==> config.mk <==
export PLATFORM = sky130hd
export DESIGN_NAME = shift_deser
export DESIGN_NICKNAME = d
export VERILOG_FILES = /design/src/rtl/shift_deser.sv
export SDC_FILE = /design/constraint.sdc
export NUM_CORES = 1
export LEC_CHECK = 0
export ABC_AREA = 1
export CORE_ASPECT_RATIO = 0.9
export CORE_MARGIN = 2
export CORE_UTILIZATION = 44
export DETAILED_ROUTE_END_ITERATION = 10
export PLACE_DENSITY = 0.73
export SYNTH_ARGS = -nofsm -noshare
export SYNTH_HDL_FRONTEND = slang
export SYNTH_SLANG_ARGS = --single-unit
==> constraint.sdc <==
create_clock -name clk -period 0.95 [get_ports clk]
set_input_delay 0.095 -clock clk [delete_from_list [all_inputs] [get_ports clk]]
set_output_delay 0.095 -clock clk [all_outputs]
set_load 0.01 [all_outputs]
==> src/rtl/shift_deser.sv <==
// Serial-to-parallel receiver: assembles WIDTH-bit words (MSB- or LSB-first) from a
// serial stream and delivers them through a one-word valid/ready holding buffer.
module shift_deser #(
    parameter int unsigned WIDTH = 4
) (
    input  logic             clk,
    input  logic             clr,
    input  logic             s_in,
    input  logic             s_valid,
    input  logic             s_start,
    input  logic             dir,
    output logic [WIDTH-1:0] out_data,
    output logic             out_valid,
    input  logic             out_ready,
    output logic             busy,
    output logic             frame_err,
    output logic             overrun
);

    localparam int unsigned CW = (WIDTH > 2) ? $clog2(WIDTH) : 1;
    localparam logic [CW-1:0] LAST = CW'(WIDTH - 1);

    typedef enum logic {IDLE, RECV} state_t;

    state_t           state, state_nxt;
    logic [CW-1:0]    cnt, cnt_nxt;
    logic [WIDTH-1:0] sreg, sreg_nxt;
    logic             dir_q, dir_nxt;
    logic [WIDTH-1:0] data_nxt;
    logic             valid_nxt, ferr_nxt, ovr_nxt;
    logic [WIDTH-1:0] shifted, first_load;

    always_ff @(posedge clk) begin
        if (clr) begin
            state     <= IDLE;
            cnt       <= '0;
            sreg      <= '0;
            dir_q     <= 1'b0;
            out_data  <= '0;
            out_valid <= 1'b0;
            busy      <= 1'b0;
            frame_err <= 1'b0;
            overrun   <= 1'b0;
        end else begin
            state     <= state_nxt;
            cnt       <= cnt_nxt;
            sreg      <= sreg_nxt;
            dir_q     <= dir_nxt;
            out_data  <= data_nxt;
            out_valid <= valid_nxt;
            busy      <= (state_nxt == RECV);
            frame_err <= ferr_nxt;
            overrun   <= ovr_nxt;
        end
    end

    // First bit lands in an otherwise cleared register so stale bits never leak.
    always_comb begin
        shifted    = dir_q ? {s_in, sreg[WIDTH-1:1]} : {sreg[WIDTH-2:0], s_in};
        first_load = dir ? {s_in, {(WIDTH-1){1'b0}}} : {{(WIDTH-1){1'b0}}, s_in};
    end

    always_comb begin
        state_nxt = state;
        cnt_nxt   = cnt;
        sreg_nxt  = sreg;
        dir_nxt   = dir_q;
        data_nxt  = out_data;
        valid_nxt = out_valid & ~out_ready;
        ferr_nxt  = 1'b0;
        ovr_nxt   = 1'b0;

        unique case (state)
            IDLE: begin
                if (s_valid && s_start) begin
                    sreg_nxt  = first_load;
                    dir_nxt   = dir;
                    cnt_nxt   = CW'(1);
                    state_nxt = RECV;
                end
            end
            RECV: begin
                if (s_valid) begin
                    if (s_start) begin
                        ferr_nxt = 1'b1;
                        sreg_nxt = first_load;
                        dir_nxt  = dir;
                        cnt_nxt  = CW'(1);
                    end else if (cnt == LAST) begin
                        sreg_nxt  = shifted;
                        cnt_nxt   = '0;
                        state_nxt = IDLE;
                        // Buffer free now or being drained this cycle: take the word.
                        if (!out_valid || out_ready) begin
                            data_nxt  = shifted;
                            valid_nxt = 1'b1;
                        end else begin
                            ovr_nxt = 1'b1;
                        end
                    end else begin
                        sreg_nxt = shifted;
                        cnt_nxt  = cnt + CW'(1);
                    end
                end
            end
            default: state_nxt = IDLE;
        endcase
    end

endmodule

==> summary.md <==
| Metric | Value |
|---|---|
| Status | finished with violations |
| Failing checks | setup timing |
| Setup crit end kind | flip-flop |
| Post-Synthesis Cell Area | 772 µm² |
| Place WS | -0.300 ns |
| Routed Antenna Nets | 0 |
| MaxCap Viol Count | 0 |
| CP arrival | 1.25 ns |
| Worst Hold Class | in -> reg |
| # nets final | 146 |
| Die area | 2110 µm² |
| Sequential fraction of the synthesis area | 38.9% |
| Met2 wire length | 746 µm |
| Number of buffers created by CTS | 3 |
| Layout cells sized above 1 | 41.6% |
| Largest net degree at the start of global routing | 10 |
| Syn_nets | 123 |
| WL met3 | 88 µm |
| TritonRoute pass-1 iters | 6 |
| Leakage power | 0.497 nW |
| Clock Tree Buf Depth | 2 |
| DR DRC count | 0 |
| Psw | 0.000336 W |
| RSZ-0062 raised after global routing | true |
| Cts hold-fix bufs | 0 |
| Initial antenna violation count | 0 |
| Synthesized area per cell | 6.71 µm² |
| Worst-path fanout max | 6 |
| Syn Inst Count | 115 |
| First-pass GRT wire length | 2680 µm |
| H-tree depth | 1 |
| Worst-Margin Slew | 0.253 ns |
| Clock Sinks | 15 |
| Switch share | 27.4% |
| HPWL Detailed | 1170 µm |
| GRT Residual Overflow | 0 |
| Synth cell types | 17 |
| Vias in the first global route | 654 |
| Final min period | 1.06 ns |
| Max layer used | met4 |
| WP data required | 1.14 ns |
| Core Area | 1660 µm² |
| Total Routed Length | 1560 µm |
| Initial core utilization | 46.4% |
| Via count | 737 |
| Yosys reg bits | 15 |
| Clock power frac | 29.2% |
| Pins over their slew limit | 0 |
| WL met1 | 715 µm |
| Maximum clock rate | 941 MHz |
| Worst Setup Start Kind | flip-flop |
| Port bufs | 14 |
| Most frequent cells in the layout | nand2_1, inv_1, nand2_2 |
| Row Count | 14 |
| Slew headroom | 83.1% |
| Cells after DPL | 157 |
| Tcrit/Tclk final | 112% |
| Synth-to-layout area growth | 36.0% |
| Most common cell after layout, fill and taps aside | nand2_1 |
| Die height | 43.7 µm |
| CTS tree | done |
| Clock transition at path regs | 0.09 ns |
| Setup ws final | -0.113 ns |
| ANT cells | 0 |
| Final setup fails | 8 |
| # Post-CTS Setup Buffers | 0 |
| Via/cell ratio | 4.58 |
| GRT Total Usage | 17.8% |
| Pwr Density | 1170 nW/µm² |
| Internal | 0.000891 W |
| Clock Latency Late Sink | 0.28 ns |
| Max VDD drop | 1200 µV |
| Die X | 48.2 µm |
| Cell Count, Final, Fillers Out | 161 |
| Synth warn | 0 |
| Gate power share | 15.9% |
| Boundary Pins | 15 |
| Root buffer cell | clkbuf_4 |
| Fin Clk Skew | 0.00528 ns |
| Wire per inst | 9.71 µm |
| WS Path Type | reg -> reg |
| Final hold viol count | 0 |
| Initial DRC count | 12 |
| Final GP Congestion | 0.893 |
| Sequential fraction of design power | 54.9% |
==> state kept, by name, indices dropped and copies added (netlist names) <==
register	flops
state	1
out_data	4
sreg	4
out_valid	1
dir_q	1
cnt	2
overrun	1
frame_err	1
==> cell type report <==
cell class	instances	area (µm²)
tap	24	30.0
timing repair buffer	19	154
sequential	15	310
clock inverter	1	5.00
inverter	26	97.6
fill	153	614
multi-input combinational	73	430
clock buffer	3	22.5
==> metrics by stage <==
stage,power (W),TNS [ns],utilization (%),hold WS [ns],cell area (µm²)
floorplan,0.000798,-0.0491,-,0.282,791
global placement,0.000866,-2.99,59.7,0.458,993
detailed placement,0.000870,-3.42,59.7,0.474,993
CTS,0.00123,-0.355,62.3,0.486,1040
global route,0.00130,-1.27,63.1,0.264,1050
finish,0.00123,-0.580,63.1,0.253,1050
==> synth_stat cells, drive strengths merged <==
cell    instances  area share (%)
o21ai           5             3.2
nor3            2             1.9
a21oi           8             5.2
a211oi          1            0.97
dfxtp          15              39
buf             1            0.65
nand3           7             5.8
ha              1             1.6
nor2           12             8.4
inv            26              13
nand2          37              21
==> timing repair <==
item / CTS / global route
pin swaps: 2 / 4
endpoints found under the hold margin: 0 / 0
endpoints found under the setup margin: 16 / 20
resized for setup: 25 / 23
==> power groups by stage <==
stage,clock (W),sequential (W),combinational [W]
floorplan,0,0.000684,0.000115
global placement,0,0.000684,0.000183
detailed placement,0,0.000685,0.000185
CTS,0.000371,0.000671,0.000187
global route,0.000401,0.000676,0.000223
finish,0.000359,0.000674,0.000195
==> cells by family (layout without fill, tap and decap cells) <==
group | Yosys count | after routing | share of synthesized area [%]
AO/OA/AOI/OAI | 14 | 14 | 9.40
adder cells (fa/ha/maj) | 1 | 1 | 1.62
flip-flops | 15 | 15 | 38.9
AND/OR/NAND/NOR | 58 | 58 | 36.8
buffers and inverters | 27 | 49 | 13.3
==> worst max-delay path, stage by stage (launching register included) <==
cell and delay [ns]:
dfxtp_2 0.36, ha_4 0.16, nand2_4 0.06, nor2_4 0.19, nand3_1 0.09, nand2_1 0.08
nor2_2 0.03
==> per-layer routing <==
| layer | up-vias | track usage (%) |
|---|---|---|
| met5 | - | 0 |
| met4 | 0 | 3.24 |
| met3 | 2 | 7.50 |
| met2 | 18 | 26.8 |
| met1 | 325 | 24.0 |
| li1 | 392 | - |
==> worst paths after layout <==
path                               from          end  slack, ns  depth (start not counted)
worst min register to register  sreg[2]      sreg[2]       0.48                          2
worst max register to register   cnt[0]  out_data[1]      -0.11                          6
worst max-delay path             cnt[0]  out_data[1]      -0.11                          6
worst min-delay path            s_valid       cnt[0]       0.25                          4
(Power assumes the default switching activity.)
